==> src/rtl/eth_txsched_if.sv <==
// ============================================================================
// Module      : eth_txsched_if
// Description : Requester and transmitter handshake bundle for eth_txsched.
// Revision    : 1.0 - initial release
// ============================================================================
`default_nettype none

interface eth_txsched_if;
    logic [1:0]  req;
    logic [10:0] len0;
    logic [10:0] len1;
    logic        skip0;
    logic        skip1;
    logic        txdone;
    logic        txena;
    logic [10:0] txcntb;
    logic        skipb;
    logic        bsel;
    logic        busy;
    logic [1:0]  done;
    logic [1:0]  err;
    logic        txrst;

    modport master (
        output req, len0, len1, skip0, skip1, txdone,
        input  txena, txcntb, skipb, bsel, busy, done, err, txrst
    );

    modport slave (
        input  req, len0, len1, skip0, skip1, txdone,
        output txena, txcntb, skipb, bsel, busy, done, err, txrst
    );
endinterface

`default_nettype wire

==> src/rtl/eth_txsched.sv <==
// ============================================================================
// Module      : eth_txsched
// Description : Round-robin TX scheduler for two frame sources with watchdog.
// Revision    : 1.0 - initial release
// ============================================================================
`default_nettype none

module eth_txsched #(
    parameter int MAXLEN = 1514,
    parameter int MINLEN = 60,
    parameter int TMO    = 3000
) (
    input  wire logic     clk,
    input  wire logic     clr,
    eth_txsched_if.slave  bus
);

    typedef enum logic [2:0] {
        S_IDLE = 3'd0,
        S_LOAD = 3'd1,
        S_WAIT = 3'd2,
        S_REL  = 3'd3,
        S_FAIL = 3'd4
    } state_t;

    localparam int              c_WDW     = (TMO > 1) ? $clog2(TMO) : 1;
    localparam logic [c_WDW-1:0] c_WD_LAST = c_WDW'(TMO - 1);

    state_t             r_state, w_state;
    logic               r_last,  w_last;
    logic [10:0]        r_len,   w_len;
    logic               r_skip,  w_skip;
    logic [c_WDW-1:0]   r_wdog,  w_wdog;
    logic               r_txena, w_txena;
    logic [10:0]        r_txcntb, w_txcntb;
    logic               r_skipb, w_skipb;
    logic               r_bsel,  w_bsel;
    logic [1:0]         r_done,  w_done;
    logic [1:0]         r_err,   w_err;
    logic               r_txrst, w_txrst;

    logic               w_gnt;
    logic               w_bad;
    logic [10:0]        w_eff;

    // Contention goes to whoever was not granted last; a lone request wins outright.
    assign w_gnt = bus.req[1] & (~bus.req[0] | ~r_last);
    assign w_bad = (r_len == 11'd0) || (r_len > 11'(MAXLEN));
    assign w_eff = (r_len < 11'(MINLEN)) ? 11'(MINLEN) : r_len;

    always_ff @(posedge clk or posedge clr) begin
        if (clr) begin
            r_state  <= S_IDLE;
            r_last   <= 1'b1;
            r_len    <= '0;
            r_skip   <= 1'b0;
            r_wdog   <= '0;
            r_txena  <= 1'b0;
            r_txcntb <= '0;
            r_skipb  <= 1'b0;
            r_bsel   <= 1'b0;
            r_done   <= 2'b00;
            r_err    <= 2'b00;
            r_txrst  <= 1'b0;
        end else begin
            r_state  <= w_state;
            r_last   <= w_last;
            r_len    <= w_len;
            r_skip   <= w_skip;
            r_wdog   <= w_wdog;
            r_txena  <= w_txena;
            r_txcntb <= w_txcntb;
            r_skipb  <= w_skipb;
            r_bsel   <= w_bsel;
            r_done   <= w_done;
            r_err    <= w_err;
            r_txrst  <= w_txrst;
        end
    end

    always_comb begin
        w_state  = r_state;
        w_last   = r_last;
        w_len    = r_len;
        w_skip   = r_skip;
        w_wdog   = r_wdog;
        w_txena  = r_txena;
        w_txcntb = r_txcntb;
        w_skipb  = r_skipb;
        w_bsel   = r_bsel;
        w_done   = 2'b00;
        w_err    = 2'b00;
        w_txrst  = 1'b0;

        case (r_state)
            S_IDLE: begin
                // Requesters still see their pulse this cycle and have not yet dropped req.
                if ((|bus.req) && !(|r_done) && !(|r_err)) begin
                    w_bsel  = w_gnt;
                    w_last  = w_gnt;
                    w_len   = w_gnt ? bus.len1  : bus.len0;
                    w_skip  = w_gnt ? bus.skip1 : bus.skip0;
                    w_state = S_LOAD;
                end
            end
            S_LOAD: begin
                if (w_bad) begin
                    w_state = S_FAIL;
                end else begin
                    w_txcntb = 11'(12'd2048 - {1'b0, w_eff});
                    w_skipb  = r_skip;
                    w_txena  = 1'b1;
                    w_wdog   = '0;
                    w_state  = S_WAIT;
                end
            end
            S_WAIT: begin
                if (bus.txdone) begin
                    w_txena = 1'b0;
                    w_state = S_REL;
                end else if (r_wdog == c_WD_LAST) begin
                    w_txena = 1'b0;
                    w_txrst = 1'b1;
                    w_state = S_FAIL;
                end else begin
                    w_wdog = r_wdog + 1'b1;
                end
            end
            S_REL: begin
                if (!bus.txdone) begin
                    w_done  = r_bsel ? 2'b10 : 2'b01;
                    w_state = S_IDLE;
                end
            end
            S_FAIL: begin
                w_err   = r_bsel ? 2'b10 : 2'b01;
                w_state = S_IDLE;
            end
            default: w_state = S_IDLE;
        endcase
    end

    assign bus.txena  = r_txena;
    assign bus.txcntb = r_txcntb;
    assign bus.skipb  = r_skipb;
    assign bus.bsel   = r_bsel;
    assign bus.busy   = (r_state != S_IDLE);
    assign bus.done   = r_done;
    assign bus.err    = r_err;
    assign bus.txrst  = r_txrst;

endmodule

`default_nettype wire

==> src/flat_wrapper.sv <==
// flat-port wrapper written by rule: the top's interface ports become plain ports
module eth_txsched_flat 
#(
    parameter int MAXLEN = 1514,
    parameter int MINLEN = 60,
    parameter int TMO    = 3000
)
  (clk, clr, bus_req, bus_len0, bus_len1, bus_skip0, bus_skip1, bus_txdone, bus_txena, bus_txcntb, bus_skipb, bus_bsel, bus_busy, bus_done, bus_err, bus_txrst);
  eth_txsched_if bus_i ();
  input  wire logic clk;
  input  wire logic clr;
  input wire logic [$bits(bus_i.req)-1:0] bus_req;
  input wire logic [$bits(bus_i.len0)-1:0] bus_len0;
  input wire logic [$bits(bus_i.len1)-1:0] bus_len1;
  input wire logic [$bits(bus_i.skip0)-1:0] bus_skip0;
  input wire logic [$bits(bus_i.skip1)-1:0] bus_skip1;
  input wire logic [$bits(bus_i.txdone)-1:0] bus_txdone;
  output wire logic [$bits(bus_i.txena)-1:0] bus_txena;
  output wire logic [$bits(bus_i.txcntb)-1:0] bus_txcntb;
  output wire logic [$bits(bus_i.skipb)-1:0] bus_skipb;
  output wire logic [$bits(bus_i.bsel)-1:0] bus_bsel;
  output wire logic [$bits(bus_i.busy)-1:0] bus_busy;
  output wire logic [$bits(bus_i.done)-1:0] bus_done;
  output wire logic [$bits(bus_i.err)-1:0] bus_err;
  output wire logic [$bits(bus_i.txrst)-1:0] bus_txrst;
  assign bus_i.req = bus_req;
  assign bus_i.len0 = bus_len0;
  assign bus_i.len1 = bus_len1;
  assign bus_i.skip0 = bus_skip0;
  assign bus_i.skip1 = bus_skip1;
  assign bus_i.txdone = bus_txdone;
  assign bus_txena = bus_i.txena;
  assign bus_txcntb = bus_i.txcntb;
  assign bus_skipb = bus_i.skipb;
  assign bus_bsel = bus_i.bsel;
  assign bus_busy = bus_i.busy;
  assign bus_done = bus_i.done;
  assign bus_err = bus_i.err;
  assign bus_txrst = bus_i.txrst;
  eth_txsched #(.MAXLEN(MAXLEN), .MINLEN(MINLEN), .TMO(TMO)) u_core (.clk(clk), .clr(clr), .bus(bus_i));
endmodule
==> config.mk <==
export PLATFORM = sky130hd
export DESIGN_NAME = eth_txsched_flat
export DESIGN_NICKNAME = d
export VERILOG_FILES = /design/src/rtl/eth_txsched_if.sv /design/src/rtl/eth_txsched.sv /design/src/flat_wrapper.sv
export SDC_FILE = /design/constraint.sdc
export NUM_CORES = 1
export LEC_CHECK = 0
export BUFFER_PORTS_ARGS = -buffer_cell sky130_fd_sc_hd__buf_4
export CORE_MARGIN = 4
export CORE_UTILIZATION = 49
export CTS_CLUSTER_DIAMETER = 30
export DETAILED_ROUTE_END_ITERATION = 8
export PLACE_DENSITY = 0.76
export SLEW_MARGIN = 10
export SYNTH_ARGS = -nofsm -noshare
export SYNTH_HDL_FRONTEND = slang
export SYNTH_SLANG_ARGS = --single-unit
==> constraint.sdc <==
create_clock -name clk -period 2.55 [get_ports clk]
set_input_delay 0.51 -clock clk [delete_from_list [all_inputs] [get_ports clk]]
set_output_delay 0.51 -clock clk [all_outputs]
set_load 0.005 [all_outputs]
==> flow_summary.yaml, run 1 <==
run_status:
  status: "completed"
route:
  detail_route.drc_violations: 0
  wl_per_cell_um: 13.6
  post_drt_via_cell_ratio: 5.54
  detailedRoute.firstIterationViolations: 81
  vias: 1851
  number_of_routed_nets_with_antenna_violations: 0
  wl_mm: 4.54
  first_drt_pass_iteration_count: 4
synthesis:
  total_nets_after_synthesis: 256
  synthesized_area_fraction_occupied_by_and_or_nand_nor_cells: 0.220
  postSynthAreaPerCell_sq_um: 10.4
  area_fraction_in_compound_gates_after_synthesis: 0.0692
  synth_cell_types: 43
  synth.yosys.seq_area_share: 0.501
  synth_warnings: 0
  synth-seq-cells: 47
  synth_area_sq_um: 2350
  synth_xor_xnor_area_share: 0.0447
  yosys-mux-area-fraction: 0.126
  synthAdderAreaFrac: 0.0106
  synth_top_family_by_area: "simple AND/OR/NAND/NOR gates"
  synthCells: 225
  synth_edf_count: 0
  dominantRegCellSynth: "dfrtp_1"
  async_flop_share: 1.00
die:
  chipWidth_um: 77.3
  io_pins: 49
  placement_rows: 24
  fp.dieH_um: 77.3
  floorplan.core_area_sq_um: 4500
  starting_density_of_the_core: 0.522
  fp.dieArea_sq_um: 5970
critical_path:
  timing.critical_path.cells: "or2_1 -> nor4_1 -> nand2_1 -> nand2_1 -> ha_1 -> nand3_1 -> nor3_1 -> a21oi_1 -> mux2_2"
  worstPathBufferInverterCount: 0
  timing.critical_path.mode_cell: "nand2_1"
  worst-endpoint-required_ps: 2730
  crit_family: "simple AND/OR/NAND/NOR gates"
  endpoint_kind: "flop"
  critPathKind: "flop to flop"
  worst_path_max_delay_cell: "dfrtp_1"
  critPathLaunchType: "flop"
  cp_data_arrival_time_ps: 2400
  worst_path_largest_cell_delay_ps: 450
  cp_max_fo: 7
layout:
  stdcell_area_sq_um: 2910
  layout_commonest_cell: "buf_4"
  finalNetCount: 313
  fraction_of_final_layout_cells_sized_beyond_drive_strength_1: 0.301
  areaGrowthSynthToFinish_pct: 23.9
  n_antenna_cell: 0
  num-fill-cells: 384
  layout_common_cells: "buf_4 (58), dfrtp_1 (46), nor2_1 (32), a21oi_1 (18), nand2_1 (17)"
  final_core_utilization: 0.646
placed_design:
  detailedPlacementHpwl_mm: 3.36
  cell_area_after_placement_sq_um: 2820
  routabilityCongestion: 0.803
  numPortBuffers: 48
timing:
  maximum_clock_rate_mhz: 451
  timing_worst_slew_pin_value_ps: 719
  tns_ps: 0
  whs_ps: 246
  setup-violations-final: 0
  count_of_endpoints_failing_hold_in_the_final_timing_report: 0
  fin_worst_skew_ps: 6.62
  min_period_over_period: 0.870
  report.final.slew_viol_count: 0
  max_slew_margin: 0.517
  grt_setup_unrepaired: "no"
  period_needed_ps: 2220
global_routing:
  global_route_overflow: 0
  pin_count_of_the_biggest_net_entering_global_routing: 23
  initial_antenna_violation_count: 0
  grt_pass1_vias: 1805
  track_usage: 0.165
  wire_length_of_the_first_global_routing_pass_mm: 8.07
clock_tree:
  cts_num_sinks: 47
  clock_tree_from_tritoncts: "built"
  htree_levels: 2
  clock_buffer_count_from_cts: 5
  clockBufferDepth: 2
  cts.hold.buffers_added: 0
  worst_setup_hold_path_clk_slew_ps: 80
  clock_insertion_delay_worst_skew_ps: 290
  clock-root-buffer: "clkbuf_8"
power:
  total_power_mw: 3.00
  leakagePower_nw: 1.36
  maximum_vdd_drop_mv: 0.535
  power.density_cell_area_nw_per_um2: 1030
job:
  maxCapViolations: 0
min_path:
  timing.hold.worst.class: "primary input to async pin"
[logic make-up after synthesis]
group	Yosys count
and+or+nand+nor	97
DFF	47
AOI/OAI and AO/OA	28
muxes	27
xor gates and xnor gates	12
buffers and inverters	12
adders and majority gates	2
[cells in the mapped netlist (all sizes together) (5+ instances only)]
cell type	instances	area [sq um]
nand3	7	35.0
nor2	32	120
nand2	17	63.8
nor3	9	55.1
dfrtp	46	1150
mux2i	15	150
a21oi	18	90.1
xor2	7	61.3
xnor2	5	43.8
mux2	12	146
buf	6	42.5
[flip-flops by register name (all words and copies together), names as in the netlist]
name and count:
u_core.r_wdog 12, u_core.bus.txcntb 11, u_core.r_len 11, u_core.r_state 3, u_core.bus.done 2, u_core.bus.err 2
u_core.bus.bsel 1, u_core.bus.skipb 1, u_core.bus.txena 1, u_core.bus.txrst 1, u_core.r_last 1, u_core.r_skip 1
[per-stage QoR]
step | cells | setup slack [ps]
after CTS | 334 | 76.7
final | 334 | 332
after floorplan | 225 | 164
after detailed placement | 327 | 123
after global placement | 327 | 175
after global routing | 334 | 189
[worst reg2reg max path: cells and delay by family (launching register included)]
kind                     cells  cell delay, ps
adder cells (fa/ha/maj)      1             230
AND/OR/NAND/NOR              6            1100
multiplexers                 1             270
AO/OA/AOI/OAI                1              60
flip-flops                   1             450
[report_power, final]
part           total, mW  internal [mW]  switching (mW)
clock              0.442          0.213           0.229
combinational       1.29          0.703           0.590
sequential          1.27           1.02           0.251
total               3.00           1.93            1.07
[area by class of cell]
class	count	area, sq um	area share
Sequential cell	47	1180	0.405
Tap cell	52	65.1	0.0224
Multi-Input combinational cell	166	1110	0.383
Timing Repair Buffer	59	455	0.156
Inverter	3	11.3	0.00387
Clock buffer	6	82.6	0.0284
Clock inverter	1	5.00	0.00172
[routing by layer]
| metal | wire length, um | global-route usage |
|---|---|---|
| met5 | 0 | 0 |
| met1 | 2010 | 0.214 |
| met3 | 257 | 0.0433 |
| met4 | 51 | 0.0427 |
| met2 | 2220 | 0.275 |
[what timing repair did]
action / 4_1_cts / 5_1_grt
resized for setup: 0 / 1
endpoints found under the setup margin: 0 / 9
setup buffers: 0 / 0
[worst paths after layout]
check,slack (ps),depth (start not counted),startpoint,end
worst max register to register,330,9,u_core.r_len[6]$_DFFE_PP0P_,u_core.bus.txcntb[8]$_DFFE_PP0P_
worst max-delay path,330,9,u_core.r_len[6]$_DFFE_PP0P_,u_core.bus.txcntb[8]$_DFFE_PP0P_
min in group clk,440,2,bus_txdone,u_core.bus.done[0]$_DFF_PP0_
max in group asynchronous,1580,3,clr,u_core.r_last$_DFFE_PP1P_
worst min register to register,510,1,u_core.bus.skipb$_DFFE_PP0P_,u_core.bus.skipb$_DFFE_PP0P_
worst min-delay path,250,2,clr,u_core.bus.txcntb[8]$_DFFE_PP0P_
No activity file was read; power rests on OpenSTA's default activity.
==> run 2, diff against run 1 <==
ABC_AREA = 1   (was unset)
CORE_UTILIZATION = 50   (was 49)
PLACE_DENSITY = unset   (was 0.76)
PLACE_DENSITY_LB_ADDON = 0.3   (was unset)
==> flow_summary.yaml, run 2 <==
route:
  first_drt_pass_iteration_count: 4
  detail_route.drc_violations: 0
  number_of_routed_nets_with_antenna_violations: 0
  wl_mm: 5.56
  post_drt_via_cell_ratio: 4.96
  wl_per_cell_um: 11.6
  vias: 2375
  detailedRoute.firstIterationViolations: 139
synthesis:
  dominantRegCellSynth: "dfrtp_1"
  synthAdderAreaFrac: 0.00943
  synth_top_area_frac: 0.434
  most_numerous_cell_in_the_yosys_netlist: "nand2_1"
  synth-seq-cells: 47
  synth_xor_xnor_area_share: 0.0363
  synthesized_area_fraction_occupied_by_and_or_nand_nor_cells: 0.368
  library_cell_occupying_the_most_area_in_the_post_synthesis_netlist: "dfrtp_1"
  yosys-mux-area-fraction: 0
  synth_edf_count: 0
  synth_area_leaders: "dfrtp_1 (43%), nand2_1 (17%), nor2_1 (6.4%)"
  synth_cell_types: 32
  post_synth_most_frequent_cells: "nand2_1 (120), dfrtp_1 (46), nor2_1 (45)"
  synthCells: 359
  synth_warnings: 0
  async_flop_share: 1.00
  total_nets_after_synthesis: 390
  synth_top_family_by_area: "simple AND/OR/NAND/NOR gates"
  postSynthAreaPerCell_sq_um: 7.40
  synth.yosys.seq_area_share: 0.443
  area_fraction_in_compound_gates_after_synthesis: 0.0697
  synth_area_sq_um: 2660
layout:
  finalNetCount: 439
  fraction_of_final_layout_cells_sized_beyond_drive_strength_1: 0.174
  largest_register_ffs: 12
  stdcell_area_sq_um: 3140
  regMostFlops: "u_core.r_wdog"
  n_antenna_cell: 0
  layout_common_cells: "nand2_1 (120), buf_4 (52), dfrtp_1 (46), nor2_1 (45), nand3_1 (32)"
  layout_commonest_cell: "nand2_1"
  areaGrowthSynthToFinish_pct: 18.3
critical_path:
  cp_data_arrival_time_ps: 2360
  endpoint_kind: "flop"
  critical_path.endpoint: "u_core.bus.txcntb[8]$_DFFE_PP0P_"
  critPathLaunchType: "flop"
  worst-r2r-cell-count: 13
  crit-reg2reg-capture: "u_core.bus.txcntb[8]$_DFFE_PP0P_"
  critPathKind: "flop to flop"
  regToRegStartpoint: "u_core.r_len[6]$_DFFE_PP0P_"
  reg2reg_setup_slack_ps: 380
  worst-endpoint-required_ps: 2740
  cp_max_fo: 6
  worst_setup_path_startpoint: "u_core.r_len[6]$_DFFE_PP0P_"
timing:
  maximum_clock_rate_mhz: 460
  whs_ps: 107
  count_of_endpoints_failing_hold_in_the_final_timing_report: 0
  tns_ps: 0
  min_period_over_period: 0.853
  setup-violations-final: 0
  max_slew_margin: 0.715
  period_needed_ps: 2170
  grt_setup_unrepaired: "no"
  report.final.slew_viol_count: 0
  timing_worst_slew_pin_value_ps: 424
  fin_worst_skew_ps: 9.35
  setup_slack_ps: 376
global_routing:
  pin_count_of_the_biggest_net_entering_global_routing: 35
  initial_antenna_violation_count: 0
  grt_pass1_vias: 2189
  wire_length_of_the_first_global_routing_pass_mm: 9.60
  global_route_overflow: 0
  track_usage: 0.187
placed_design:
  numPortBuffers: 48
  detailedPlacementHpwl_mm: 4.24
  routabilityCongestion: 0.918
  post-place-ws_ps: 404
  cell_area_after_placement_sq_um: 3060
die:
  floorplan.core_area_sq_um: 5140
  fp.dieH_um: 80.9
  chipWidth_um: 80.9
  placement_rows: 26
  starting_density_of_the_core: 0.517
  io_pins: 49
  fp.dieArea_sq_um: 6540
clock_tree:
  htree_levels: 2
  clock_tree_from_tritoncts: "built"
  clock_buffer_count_from_cts: 5
  clockBufferDepth: 2
  worst_setup_hold_path_clk_slew_ps: 80
  clock_insertion_delay_worst_skew_ps: 300
  clock-root-buffer: "clkbuf_8"
  cts.hold.buffers_added: 0
  post-cts-setup-buffers: 0
  cts_repair_resize_count: 0
  cts_num_sinks: 47
power:
  total_power_mw: 3.11
  maximum_vdd_drop_mv: 0.498
  leakagePower_nw: 1.64
  power.density_cell_area_nw_per_um2: 989
min_path:
  timing.hold.worst.class: "primary input to async pin"
run_status:
  status: "completed"
job:
  maxCapViolations: 0
run 2: cell count changes after synthesis, sizes merged, moves of 9 or more:
cell,previous run,this run
nand2,17,123
inv,3,32
nand3,7,33
nor2,32,49
a21oi,18,3
mux2i,15,0
a31oi,0,12
mux2,12,0
o21ai,3,12
run 2: report_power, final:
group | switching (mW) | internal (mW)
Sequential | 0.223 | 1.01
Combinational | 0.869 | 0.570
Clock | 0.241 | 0.195
Total | 1.33 | 1.78
run 2: metal layers:
| layer | global-route usage | vias up | wire length, um |
|---|---|---|---|
| met4 | 0.0709 | 0 | 98 |
| met5 | 0 | - | 0 |
| met2 | 0.305 | 60 | 2510 |
| met1 | 0.246 | 1058 | 2620 |
| met3 | 0.0344 | 9 | 326 |
| li1 | - | 1248 | - |
run 2: cell type report:
cell class | instances | area (sq um)
fillers | 525 | 2000
flip-flops and latches | 47 | 1180
clock buffers | 8 | 80.1
inverters | 33 | 124
well taps | 70 | 87.6
multi-input cells | 269 | 1280
repair buffers | 52 | 390
run 2: through the flow:
stage                     cells   util
after floorplan             359      -
after global placement      471  0.596
after detailed placement    471  0.596
after CTS                   479  0.611
after global routing        479  0.611
final                       479  0.611
run 2: worst min-delay path by stage:
stage	to	cells after the start	from	slack [ps]
2_1_floorplan	u_core.bus.skipb$_DFFE_PP0P_	2	u_core.r_skip$_DFFE_PP0P_	440
3_3_place_gp	u_core.bus.err[1]$_DFF_PP0_	2	clr	440
3_5_place_dp	u_core.bus.err[1]$_DFF_PP0_	2	clr	440
4_1_cts	u_core.bus.err[1]$_DFF_PP0_	2	clr	110
5_1_grt	u_core.bus.err[1]$_DFF_PP0_	2	clr	120
6_report	u_core.bus.err[1]$_DFF_PP0_	2	clr	110
run 2: logic make-up after synthesis:
kind of cell,count (synthesis)
AO/OA/AOI/OAI,31
XOR/XNOR,11
flip-flops,47
buffers and inverters,43
adder cells (fa/ha/maj),2
AND/OR/NAND/NOR,225
run 2: worst max-delay path, cell delays in order (launching register included):
cell and delay [ps]:
dfrtp_1 410, inv_1 120, nand2_1 90, nor2_1 130, nand3_1 200, nand2_1 160
ha_1 190, nand3_1 90, nor2_1 310, nand3_1 120, nand2_1 80, nand2_1 50
nand2_1 50, nand2_1 50
